## src/rtl/operand_fetch_stage_pkg.sv

```systemverilog
// Shared constants and operand-source selection for the operand fetch stage.
// R15 reads as PC + PC_OFFSET and never participates in hazard tracking.
package operand_fetch_stage_pkg;

    localparam int DW_DEFAULT        = 32;
    localparam int RW_DEFAULT        = 4;
    localparam int PC_OFFSET_DEFAULT = 8;
    localparam int NUM_SRC           = 3;

    localparam logic [3:0] REG_PC = 4'd15;

    typedef enum logic [1:0] {
        OPSEL_RDAT = 2'd0,
        OPSEL_WB   = 2'd1,
        OPSEL_PC   = 2'd2
    } opsel_e;

    // PC read beats writeback bypass, which beats the RegFile value.
    function automatic opsel_e opsel(input logic is_pc, input logic wb_hit);
        if (is_pc) begin
            return OPSEL_PC;
        end
        if (wb_hit) begin
            return OPSEL_WB;
        end
        return OPSEL_RDAT;
    endfunction

endpackage

```

## src/rtl/operand_fetch_stage_reg_scoreboard.sv

```systemverilog
// Pending-write scoreboard: one bit per architectural register, set on issue,
// cleared on writeback, with a combinational query per source operand.
module reg_scoreboard
    import operand_fetch_stage_pkg::*;
#(
    parameter int RW = RW_DEFAULT
) (
    input  logic                         clk,
    input  logic                         rst,
    input  logic                         set_en,
    input  logic [RW-1:0]                set_addr,
    input  logic                         clr_en,
    input  logic [RW-1:0]                clr_addr,
    input  logic [NUM_SRC-1:0][RW-1:0]   query_addr,
    output logic [NUM_SRC-1:0]           query_pend
);

    localparam int NREG = 2 ** RW;

    logic [NREG-1:0] pend_q;
    logic [NREG-1:0] pend_d;

    // Set is applied after clear so a same-register collision leaves the bit set.
    always_comb begin
        pend_d = pend_q;
        if (clr_en) begin
            pend_d[clr_addr] = 1'b0;
        end
        if (set_en) begin
            pend_d[set_addr] = 1'b1;
        end
    end

    always_ff @(posedge clk or negedge rst) begin
        if (!rst) begin
            pend_q <= '0;
        end else begin
            pend_q <= pend_d;
        end
    end

    generate
        for (genvar gi = 0; gi < NUM_SRC; gi++) begin : g_query
            assign query_pend[gi] = pend_q[query_addr[gi]];
        end
    endgenerate

endmodule

```

## src/rtl/operand_fetch_stage.sv

```systemverilog
// Register-read stage: drives RegFile read addresses, resolves operands with
// PC/writeback bypass, stalls on scoreboard hazards, and holds a valid/ready slot.
module operand_fetch_stage
    import operand_fetch_stage_pkg::*;
#(
    parameter int DATA_WIDTH    = DW_DEFAULT,
    parameter int REGFILE_WIDTH = RW_DEFAULT,
    parameter int PC_OFFSET     = PC_OFFSET_DEFAULT
) (
    input  logic                     clk,
    input  logic                     rst,
    input  logic                     in_valid,
    output logic                     in_ready,
    input  logic [REGFILE_WIDTH-1:0] in_rn,
    input  logic [REGFILE_WIDTH-1:0] in_rm,
    input  logic [REGFILE_WIDTH-1:0] in_rs,
    input  logic                     in_use_rn,
    input  logic                     in_use_rm,
    input  logic                     in_use_rs,
    input  logic [REGFILE_WIDTH-1:0] in_rd,
    input  logic                     in_rd_we,
    input  logic [DATA_WIDTH-1:0]    in_pc,
    output logic [REGFILE_WIDTH-1:0] RADD1,
    output logic [REGFILE_WIDTH-1:0] RADD2,
    output logic [REGFILE_WIDTH-1:0] RADD3,
    input  logic [DATA_WIDTH-1:0]    RDAT1,
    input  logic [DATA_WIDTH-1:0]    RDAT2,
    input  logic [DATA_WIDTH-1:0]    RDAT3,
    input  logic [REGFILE_WIDTH-1:0] WADD,
    input  logic [DATA_WIDTH-1:0]    WDAT,
    input  logic                     WEN,
    output logic                     out_valid,
    input  logic                     out_ready,
    output logic [DATA_WIDTH-1:0]    out_op1,
    output logic [DATA_WIDTH-1:0]    out_op2,
    output logic [DATA_WIDTH-1:0]    out_op3,
    output logic [REGFILE_WIDTH-1:0] out_rd,
    output logic                     out_rd_we
);

    localparam int DW = DATA_WIDTH;
    localparam int RW = REGFILE_WIDTH;
    localparam logic [RW-1:0] PC_REG = RW'(REG_PC);

    logic [NUM_SRC-1:0][RW-1:0] src_addr;
    logic [NUM_SRC-1:0][DW-1:0] src_rdat;
    logic [NUM_SRC-1:0][DW-1:0] src_op;
    logic [NUM_SRC-1:0]         src_use;
    logic [NUM_SRC-1:0]         src_pend;
    logic [NUM_SRC-1:0]         src_haz;
    logic [DW-1:0]              pc_operand;
    logic                       hazard;
    logic                       accept;
    logic                       sb_set;

    logic                       out_valid_q, out_valid_d;
    logic [NUM_SRC-1:0][DW-1:0] op_q, op_d;
    logic [RW-1:0]              rd_q, rd_d;
    logic                       rd_we_q, rd_we_d;

    assign src_addr   = {in_rs, in_rm, in_rn};
    assign src_rdat   = {RDAT3, RDAT2, RDAT1};
    assign src_use    = {in_use_rs, in_use_rm, in_use_rn};
    assign pc_operand = in_pc + DW'(PC_OFFSET);

    assign RADD1 = in_rn;
    assign RADD2 = in_rm;
    assign RADD3 = in_rs;

    generate
        for (genvar gi = 0; gi < NUM_SRC; gi++) begin : g_src
            logic   is_pc;
            logic   wb_hit;
            opsel_e sel;
            assign is_pc  = (src_addr[gi] == PC_REG);
            assign wb_hit = WEN && (WADD == src_addr[gi]);
            assign sel    = opsel(is_pc, wb_hit);
            assign src_op[gi] = (sel == OPSEL_PC) ? pc_operand :
                                (sel == OPSEL_WB) ? WDAT : src_rdat[gi];
            // A writeback landing this cycle resolves the hazard through the bypass.
            assign src_haz[gi] = src_use[gi] && !is_pc && src_pend[gi] && !wb_hit;
        end
    endgenerate

    assign hazard   = |src_haz;
    assign in_ready = !hazard && (!out_valid_q || out_ready);
    assign accept   = in_valid && in_ready;
    assign sb_set   = accept && in_rd_we && (in_rd != PC_REG);

    reg_scoreboard #(
        .RW(RW)
    ) u_scoreboard (
        .clk        (clk),
        .rst        (rst),
        .set_en     (sb_set),
        .set_addr   (in_rd),
        .clr_en     (WEN),
        .clr_addr   (WADD),
        .query_addr (src_addr),
        .query_pend (src_pend)
    );

    always_comb begin
        out_valid_d = out_valid_q;
        op_d        = op_q;
        rd_d        = rd_q;
        rd_we_d     = rd_we_q;
        if (accept) begin
            out_valid_d = 1'b1;
            op_d        = src_op;
            rd_d        = in_rd;
            rd_we_d     = in_rd_we;
        end else if (out_ready) begin
            out_valid_d = 1'b0;
        end
    end

    always_ff @(posedge clk or negedge rst) begin
        if (!rst) begin
            out_valid_q <= 1'b0;
            op_q        <= '0;
            rd_q        <= '0;
            rd_we_q     <= 1'b0;
        end else begin
            out_valid_q <= out_valid_d;
            op_q        <= op_d;
            rd_q        <= rd_d;
            rd_we_q     <= rd_we_d;
        end
    end

    assign out_valid = out_valid_q;
    assign out_op1   = op_q[0];
    assign out_op2   = op_q[1];
    assign out_op3   = op_q[2];
    assign out_rd    = rd_q;
    assign out_rd_we = rd_we_q;

endmodule

```

## config.mk

```make
export PLATFORM = sky130hd
export DESIGN_NAME = operand_fetch_stage
export DESIGN_NICKNAME = d
export VERILOG_FILES = /design/src/rtl/operand_fetch_stage_pkg.sv /design/src/rtl/operand_fetch_stage_reg_scoreboard.sv /design/src/rtl/operand_fetch_stage.sv
export SDC_FILE = /design/constraint.sdc
export NUM_CORES = 1
export LEC_CHECK = 0
export ABC_AREA = 0
export CORE_MARGIN = 4
export CORE_UTILIZATION = 50
export DETAILED_ROUTE_END_ITERATION = 10
export GPL_ROUTABILITY_DRIVEN = 0
export GPL_TIMING_DRIVEN = 0
export PLACE_DENSITY_LB_ADDON = 0.08
export SYNTH_ARGS = -nofsm -noshare
export SYNTH_HDL_FRONTEND = slang
export SYNTH_HIERARCHICAL = 1
export SYNTH_SLANG_ARGS = --single-unit
```

## constraint.sdc

```tcl
create_clock -name clk -period 4.59 [get_ports clk]
set_input_delay 0.6885 -clock clk [delete_from_list [all_inputs] [get_ports clk]]
set_output_delay 0.6885 -clock clk [all_outputs]
set_load 0.01 [all_outputs]
```

---- Yosys cells after proc, flatten, opt, wreduce, memory -nomap -nowiden ----
Index checks and enable logic that the tools add are counted.
word-level totals
  register bits after elaboration ......... 118
  input port bits ......................... 189
  output and inout port bits .............. 115
  logic and storage cells ................. 101
operators by class
  $add $sub $neg .......................... 1
  order comparisons ....................... 7
  equal/unequal tests ..................... 13
  multiplexer cells ....................... 41
  bitwise gates (word level) .............. 3
  reduce and logical (&&, ||, !) cells .... 29
operators with widths
  kind                                                                number
  2-to-1 mux 32 bit                                                   6
  adder 32 x 4 -> 32 bit (second input constant)                      1
  2-to-1 mux 16 bit                                                   2
  less-than comparator 4 x 5 -> 1 bit (second input constant)         5
  2-to-1 mux 2 bit                                                    12
  logical AND 1 bit                                                   18
  bitwise AND 16 bit                                                  1
  2-to-1 mux 1 bit                                                    16
  NOT 16 bit                                                          1
  bitwise OR 16 bit                                                   1
  binary-select mux 1 bit (select 4 bit)                              3
  equality test 4 bit                                                 3
  equality test 4 bit (second input constant)                         3
  demux 1 bit (select 4 bit)                                          2
  greater-or-equal comparator 4 x 1 -> 1 bit (second input constant)  2
  zero test 1 bit                                                     8
  equality test 2 x 1 -> 1 bit (second input constant)                3
  equality test 2 bit (second input constant)                         3
  inequality test 4 bit (second input constant)                       1
  OR reduction 3 bit                                                  1
  nonzero test 2 bit                                                  1
  logical OR 1 bit                                                    1

---- Longest topological paths before layout ----
Gate-level depths: netlist (run 1).
  depth after elaboration ................. 12
  gate-level depth with buffers ........... 12
  gate-level depth less buffers ........... 9

---- By module ----
The synthesis (run 1) kept the hierarchy.
modules (own cells, without submodules)
  module               instances  cells each  area each (µm²)  sequential area each (µm²)
  operand_fetch_stage  1          868         7557.2           2552.4
  reg_scoreboard       1          89          1087.3           400.4

---- Worst setup path before layout (run 1) ----
No wires, ideal clock.
  path kind ............................... in2out
  from .................................... in in_rm[1]
  to ...................................... out in_ready
  data arrival time ....................... 2.465 ns
  required time ........................... 3.902 ns
  setup slack ............................. 1.437 ns
  stages .................................. 7
  path buffers ............................ 1
  cell sequence ........................... mux4_1 -> mux2i_1 -> mux2i_1 -> nand3_1 -> a21oi_2 -> clkbuf_1 -> a2111oi_0
between the ends
  elaborated cells on any way between the ends .. 13
  classes of those cells .................. eq/ne (2); mux (2); reduce/logical (9)
RTL lines
  element                                 line                                      text
  start: declaration                      operand_fetch_stage.sv:15                 input logic [REGFILE_WIDTH-1:0] in_rm,
  binary-select mux 1 bit (select 4 bit)  operand_fetch_stage_reg_scoreboard.sv:44  assign query_pend[gi] = pend_q[query_addr[gi]];
  2-to-1 mux 1 bit (not written as such)  operand_fetch_stage_reg_scoreboard.sv:44
  net src_pend[1]                         operand_fetch_stage.sv:49                 logic [NUM_SRC-1:0] src_pend;
  logical AND 1 bit (2 in a row)          operand_fetch_stage.sv:81                 assign src_haz[gi] = src_use[gi] && !is_pc && src_pend[gi] && !wb_hit;
  OR reduction 3 bit                      operand_fetch_stage.sv:85                 assign hazard = |src_haz;
  zero test 1 bit                         operand_fetch_stage.sv:86                 assign in_ready = !hazard && (!out_valid_q || out_ready);
  logical AND 1 bit                       operand_fetch_stage.sv:86
  end: declaration                        operand_fetch_stage.sv:13                 output logic in_ready,
The timed path passes the listed nets, and every way through them passes these cells. The select of a mux whose other input is x is not followed.

---- Final worst setup path (run 1) ----
  from .................................... in in_rn[1]
  to ...................................... out in_ready
between the ends
  elaborated cells on any way between the ends .. 13
  classes of those cells .................. eq/ne (2); mux (2); reduce/logical (9)
RTL lines
  element                                 line                                      text
  start: declaration                      operand_fetch_stage.sv:14                 input logic [REGFILE_WIDTH-1:0] in_rn,
  binary-select mux 1 bit (select 4 bit)  operand_fetch_stage_reg_scoreboard.sv:44
  2-to-1 mux 1 bit (not written as such)  operand_fetch_stage_reg_scoreboard.sv:44
  net src_pend[0]                         operand_fetch_stage.sv:49
  logical AND 1 bit (2 in a row)          operand_fetch_stage.sv:81
  OR reduction 3 bit                      operand_fetch_stage.sv:85
  zero test 1 bit                         operand_fetch_stage.sv:86
  logical AND 1 bit                       operand_fetch_stage.sv:86
The timed path passes the listed nets, and every way through them passes these cells. The select of a mux whose other input is x is not followed.

==> results of run 1 <==
## through the flow
step	util, %	cell area [µm²]
2_1_floorplan	-	8640
3_3_place_gp	71.0	11900
3_5_place_dp	71.2	11900
4_1_cts	74.9	12600
5_1_grt	75.0	12600
6_report	75.0	12600
## sequential cells by signal, summed over array words and instances (netlist names)
name,flops
out_op3,32
out_rd_we,1
out_op1,32
out_rd,4
u_scoreboard/pend_q,16
out_valid,1
out_op2,32
## per-layer routing
layer	wire length, µm	GRT usage (%)
met5	0	0
met4	2260	17.8
met3	5200	10.5
met2	17500	61.4
met1	13400	46.6
## report_power, final
part	internal, mW	switching [mW]
Sequential	1.43	0.275
Clock	0.941	0.489
Combinational	1.26	0.991
Total	3.62	1.75
## cells by family after synthesis
kind of cell    count (synthesis)  share of synthesized area (%)
compound gates                314                           25.3
mux                            77                           12.6
buf+inv                       112                           6.30
simple gates                  316                           19.5
flops                         118                           34.2
xor+xnor                       19                           1.93
fa+ha+maj                       1                          0.145
## final timing paths
check | to | from | slack, ns
min in group clk | out_op1[22] | out_op1[22] | 0.50
max reg2reg | u_scoreboard/pend_q[12] | u_scoreboard/pend_q[9] | 1.13
min reg2reg | out_op1[22] | out_op1[22] | 0.50
min | out_op3[20] | rst | 0.20
max | in_ready | in_rn[1] | 0.07
max in group asynchronous | out_op1[8] | rst | 3.65
## final cells by class
type	count	area (µm²)
Clock inverter	9	150
Clock buffer	21	470
Buffer	109	533
Multi-Input combinational cell	727	5150
Tap cell	220	275
Inverter	3	11.3
Fill cell	1306	4190
Sequential cell	118	2950
Timing Repair Buffer	299	3020
## layout by cell type, fill, tap and decap left out, types with 8 or more instances in the layout
cell type,Yosys,final
a211oi_1,51,51
a311o_1,9,9
a31oi_1,45,45
and2_1,8,8
and3_1,59,59
buf_2,9,9
buf_4,14,14
buf_6,8,9
clkbuf_1,76,77
clkbuf_16,0,17
clkdlybuf4s50_1,0,292
dfrtp_1,118,118
mux2_2,33,33
mux2_4,17,17
mux2i_1,15,15
mux4_1,12,12
nand2_1,40,40
nand2b_1,12,12
nand3_1,66,66
nand4_1,17,17
nor2_1,35,35
nor3_1,41,41
nor3b_1,8,8
nor4_1,15,15
o21ai_0,86,86
o31a_1,8,8
o31ai_1,53,53
o41ai_1,51,51
xnor2_1,16,16
## timing repair
item / CTS / global route
endpoints found under the setup margin: 0 / 1
hold buffers: 0 / 0
resized for setup: 0 / 6
hold endpoints to repair: 0 / 0
## Yosys cell counts (16+ instances only)
master / instances / share of area [%]
o41ai_1: 51 / 5.2
mux2_2: 33 / 4.3
o21ai_0: 86 / 5.0
dfrtp_1: 118 / 34
nand3_1: 66 / 3.8
nor3_1: 41 / 2.4
nand2_1: 40 / 1.7
nor2_1: 35 / 1.5
clkbuf_1: 76 / 3.3
xnor2_1: 16 / 1.6
a31oi_1: 45 / 3.3
mux2_4: 17 / 3.0
a211oi_1: 51 / 4.4
nand4_1: 17 / 1.2
and3_1: 59 / 4.3
o31ai_1: 53 / 4.6
==> results list, run 1 <==
- The floorplan step defined a die boundary enclosing 19,500 µm².
- The largest single stage delay on the critical path is 0.69 ns.
- Total overflow reported by the global router: 0
- Flip-flop and latch count after synthesis: 118
- The most used flip-flop cell after synthesis is dfrtp_1.
- The clock net in this run drives a total of 118 sinks.
- Entering global routing, the biggest net connects 67 pins.
* Hold Worst Slack: 0.204 ns
- After routing, the total negative slack on setup checks comes to 0 ns.
- After synthesis, the share of flip-flops with an asynchronous set or reset is 100%.
* Effective utilization at floorplan: 51.6%
- In this run, synthesis inferred 0 flip-flops with an integrated enable.
- In this run the tightest slew margin relative to its limit is 25.5%.
* Routed wire length: 38,400 µm
- Netlist Area Pre-Place: 8640 µm²
- Overall routing resource usage: 37.7%
- The min-delay analysis places its worst path in the category in2async.
- By startpoint and endpoint, the worst setup path is classified as in2out.
- The die is 139 µm wide.
* Global-route wire length before repair: 57,300 µm
- The detail route stage leaves a number of antenna-violating nets equal to 0.
- After technology mapping, the gate count stands at 957.
- The max-slew violation count is 0.
- The number of antenna violations at the first check in global routing came to 0.
* Average vias per placed instance: 6.84
* Unrepaired setup endpoints after global routing: no
- Period minus WS final: 4.52 ns
* Clk pin slew, worst setup/hold paths: 0.06 ns
- Mean area per synthesized cell: 9.03 µm²
- After synthesis, the netlist uses 42 different library cells.
- Post-placement worst setup slack: 0.0150 ns
- Avg WL per Cell: 25.5 µm
* PwrDens: 428 nW/µm²
* Clock latency reported for the late side of the worst-skew pair: 0.43 ns
- Buffers inserted during post-CTS setup optimization: 0
- Clock tree synthesis inserted a total of 17 buffers.
* Pleak: 4.89 nW
* Total of max-cap violations: 0
- Of the synthesized area, sequential elements account for 34.2%.
* Launching element type of the critical path: primary input
- For this block, the initial DRC count from the detailed router was 1,538.
* Crit path arrival time: 3.83 ns
- Vias in the first global route: 9,873
- The cell sitting at the root of the clock tree is a clkbuf_16.
* Run status: finished, final reports clean
- Total chip power: 5.38 mW
- Share of the clock period used by the worst path: 98.4%
* Die Y-Extent: 139 µm
- Yosys printed 6 warnings.
- Hpwl dp: 29,200 µm
- Instance count after placement with tap cells included: 1,476
- CTS built an H-tree with a depth of 4.
- Drc violations: 0
- Synthesized netlist net count: 1,147
* Crit path depth: 9
- Slowest stage cell on the critical path: clkdlybuf4s50_1
* Area grow syn2layout: 45.4%
- The post-route netlist has 9.18% of its cells at a drive strength greater than 1.
- TritonCTS built the clock tree.
- The number of antenna diodes in the final layout is 0.
* Final worst-path setup slack: 0.0734 ns
- DR vias: 10,300
- Largest clock skew in the final design: 0.00884 ns
- On the critical path the largest part of the delay comes from buffers and inverters.
- The final count of hold timing violations is 0.
* Cells along the critical path: clkdlybuf4s50_1 -> mux4_1 -> mux2i_1 -> mux2i_1 -> nand3_1 -> a21oi_2 -> clkbuf_1 -> a2111oi_0 -> clkdlybuf4s50_1
* Nets@finish: 1,465
* I/O pin total: 304
- Endpoint kind of the worst setup timing path: output pin
* Core Region: 16,800 µm²
* Non-filler cells, final: 1,506
- Maximum ir drop on the vdd rail: 0.262 mV
- Worst Path Required: 3.90 ns
* Max Root-Sink Buffers: 2
- First-pass iteration count of the detailed router: 6
- Path depth of the worst reg2reg path: 12
* Port buffer count: 298
- In this run the core area contains 47 standard-cell rows.
* Total setup violations reported at the end of the flow: 0
- Tightest Pin Transition: 1.11 ns
* Achievable Freq: 221 MHz
* Crit path max fanout: 10
- CP bufs+invs: 3
(Power assumes the default switching activity.)
==> run 2: changes to the inputs <==
==> constraint.sdc (replaced) <==
create_clock -name clk -period 4.59 [get_ports clk]
set_input_delay 1.377 -clock clk [delete_from_list [all_inputs] [get_ports clk]]
set_output_delay 1.377 -clock clk [all_outputs]
set_load 0.01 [all_outputs]
==> results list, run 2 (synthesized netlist as in run 1, its figures left out) <==
* Run status: finished, final reports clean
* Min-Delay Startpoint: out_rd_we
- The post-detailed-route count of antenna-violating nets is 0 (unchanged).
- Maximum number of pins on one net before global-route repair: 67 (unchanged)
- Leaving out fill and tap cells, the most frequent cell in the layout is clkdlybuf4s50_1.
* Total overflow reported by the global router: 0 (unchanged)
* Pleak: 4.92 nW (+0.64%)
- Crit path arrival time: 3.08 ns (-0.75 ns)
* Launching element type of the critical path: primary input
- Number of hold-slack violations in the final timing report: 0 (unchanged)
- STA classifies the critical path endpoint as an output pin.
- The pin slew with the least headroom to its limit was 1.09 ns (-0.0207 ns).
- Port buffer count: 298 (unchanged)
- The setup path with the least slack is of type in2out.
- The max-slew headroom at the worst pin is 26.9% (+1.4 points).
- Hold Worst Slack: 0.505 ns (+0.302 ns)
- Ratio of cells with drive above 1 in the final layout: 11.3% (+2.1 points)
* Path class of the lowest-slack min-delay path: reg2reg
- The required time at the worst-slack endpoint is 3.21 ns (-0.69 ns).
* Die span in x: 139 µm (unchanged)
- The core outline area is 16,800 µm² (unchanged).
* Utilization after layout: 75.4% (+0.42 points)
- The total of max-cap violations came to 0 (unchanged).
- Clock latency reported for the late side of the worst-skew pair: 0.43 ns (about the same)
- Largest clock skew in the final design: 0.00768 ns (-0.00116 ns)
- Total number of placement rows: 47 (unchanged)
- The clock sink count is 118 (unchanged).
* Average vias per placed instance: 6.82 (-0.28%)
* Drc violations: 0 (unchanged)
* I/O pin total: 304 (unchanged)
- The via total after detailed routing came to 10,300 (+0.25%).
* Crit path max fanout: 8 (-2)
- Count of routing violations after the opening detailed-route iteration: 1,507 (-2.0%)
- The setup-violating endpoint count in the final report came to 0 (unchanged).
- Hold buffer count at CTS: 0 (unchanged)
- The clock-pin slew of the registers on the worst-case setup and hold paths came to 0.05 ns (about the same).
* Area grow syn2layout: 46.2%
* Critical R2R Launch: u_scoreboard/pend_q[1]
- The slowest stage of the critical path is the mux4_1 cell.
- Global-route wire length before repair: 57,600 µm (+0.53%)
- The number of global-route vias before repair was 9,911 (+0.38%).
* Die Y-Extent: 139 µm (unchanged)
* Overall routing resource usage: 38.0% (+0.24 points)
- First-pass iteration count of the detailed router: 8 (+2)
- Cells along the critical path: buf_4 -> mux4_1 -> mux2i_1 -> mux2i_1 -> nand3_1 -> a21oi_4 -> a2111oi_2 -> buf_2
- The CTS buffer count came to 17 (unchanged).
- Avg WL per Cell: 25.3 µm (-0.81%)
* Fin. max-slew vios: 0 (unchanged)
- The half-perimeter wire length of the detailed placement result is 29,200 µm (unchanged).
- The total number of H-tree levels was 4 (unchanged).
- Setup repair after global routing left no endpoint under its margin.
- Effective utilization at floorplan: 51.6% (unchanged)
* CP peak stage delay: 0.56 ns (-0.13 ns)
- Worst setup path startpoint: in_rm[1]
- The final net count came to 1,472 (+0.48%).
- TritonCTS built the clock tree.
- The tree is rooted in a clkbuf_16.
- Max Root-Sink Buffers: 2 (unchanged)
* Routed wire length: 38,300 µm (-0.28%)
- The number of antenna violations at the first check in global routing came to 0 (unchanged).
- The power per standard cell area is 427 nW/µm² (-0.22%).
* Period minus WS final: 4.46 ns (-0.0607 ns)
- Share of the clock period used by the worst path: 97.1% (-1.3 points)
- Area of the die: 19,500 µm² (unchanged)
- Achievable Freq: 224 MHz (+1.4%)
* Maximum ir drop on the vdd rail: 0.264 mV (+0.91%)
- Commonest non-fill, non-tap cells in the layout: clkdlybuf4s50_1, dfrtp_1, o21ai_0, clkbuf_1, nand3_1
* Cell type with the highest occurrence count on the critical path: mux2i_1
[run 2: worst paths after layout]
check                      depth (start not counted)                      end  slack [ns]
max                                                8                 in_ready        0.13
min                                                1                out_rd_we        0.51
max reg2reg                                       13  u_scoreboard/pend_q[12]        1.08
min reg2reg                                        1                out_rd_we        0.51
max in group asynchronous                          2               out_op2[5]        2.97
min in group asynchronous                          1              out_op3[20]        0.89
[run 2: power breakdown]
group | switching (mW) | internal, mW
Combinational | 1.00 | 1.27
Sequential | 0.270 | 1.43
Clock | 0.491 | 0.941
Total | 1.76 | 3.64
[run 2: timing repair]
action	4_1_cts	5_1_grt
gates resized for setup	60	18
buffers inserted	5	4
pin swaps	6	3
gates cloned	0	0
setup endpoints to repair	13	1
[run 2: worst max-delay path, delay by kind of cell]
family          cells  cell delay, ns
mux                 3            0.80
simple gates        1            0.14
compound gates      2            0.42
buf+inv             2            0.34
[run 2: layout make-up]
type,instances,area [µm²]
tap,220,275
buffer,107,536
inverter,3,11.3
multi-input combinational,727,5180
fill,1310,4120
clock buffer,21,470
timing repair buffer,308,3060
antenna,1,2.50
sequential,118,2950
clock inverter,9,150
[run 2: metrics by stage]
stage | instances | TNS, ns | instance area, µm² | worst slack [ns] | power [mW]
3_5_place_dp | 1476 | -14.05 | 11900 | -1.36 | 3.90
2_1_floorplan | 957 | 0 | 8640 | 0.0599 | 2.64
5_1_grt | 1513 | 0 | 12600 | 0.00584 | 5.60
3_3_place_gp | 1475 | -309.45 | 11900 | -2.53 | 3.85
4_1_cts | 1510 | 0 | 12600 | 0.00266 | 5.34
6_report | 1514 | 0 | 12600 | 0.134 | 5.40
[run 2: layer usage]
metal  track usage (%)  wire length [µm]  share of wire, %  vias to the layer above
met5                 0                 0                 0                        -
met4              17.7              2150               5.6                        0
met3              10.5              5060                13                      160
met2              61.9             17600                46                      951
met1              46.8             13500                35                     4782
li1                  -                 -                 -                     4428
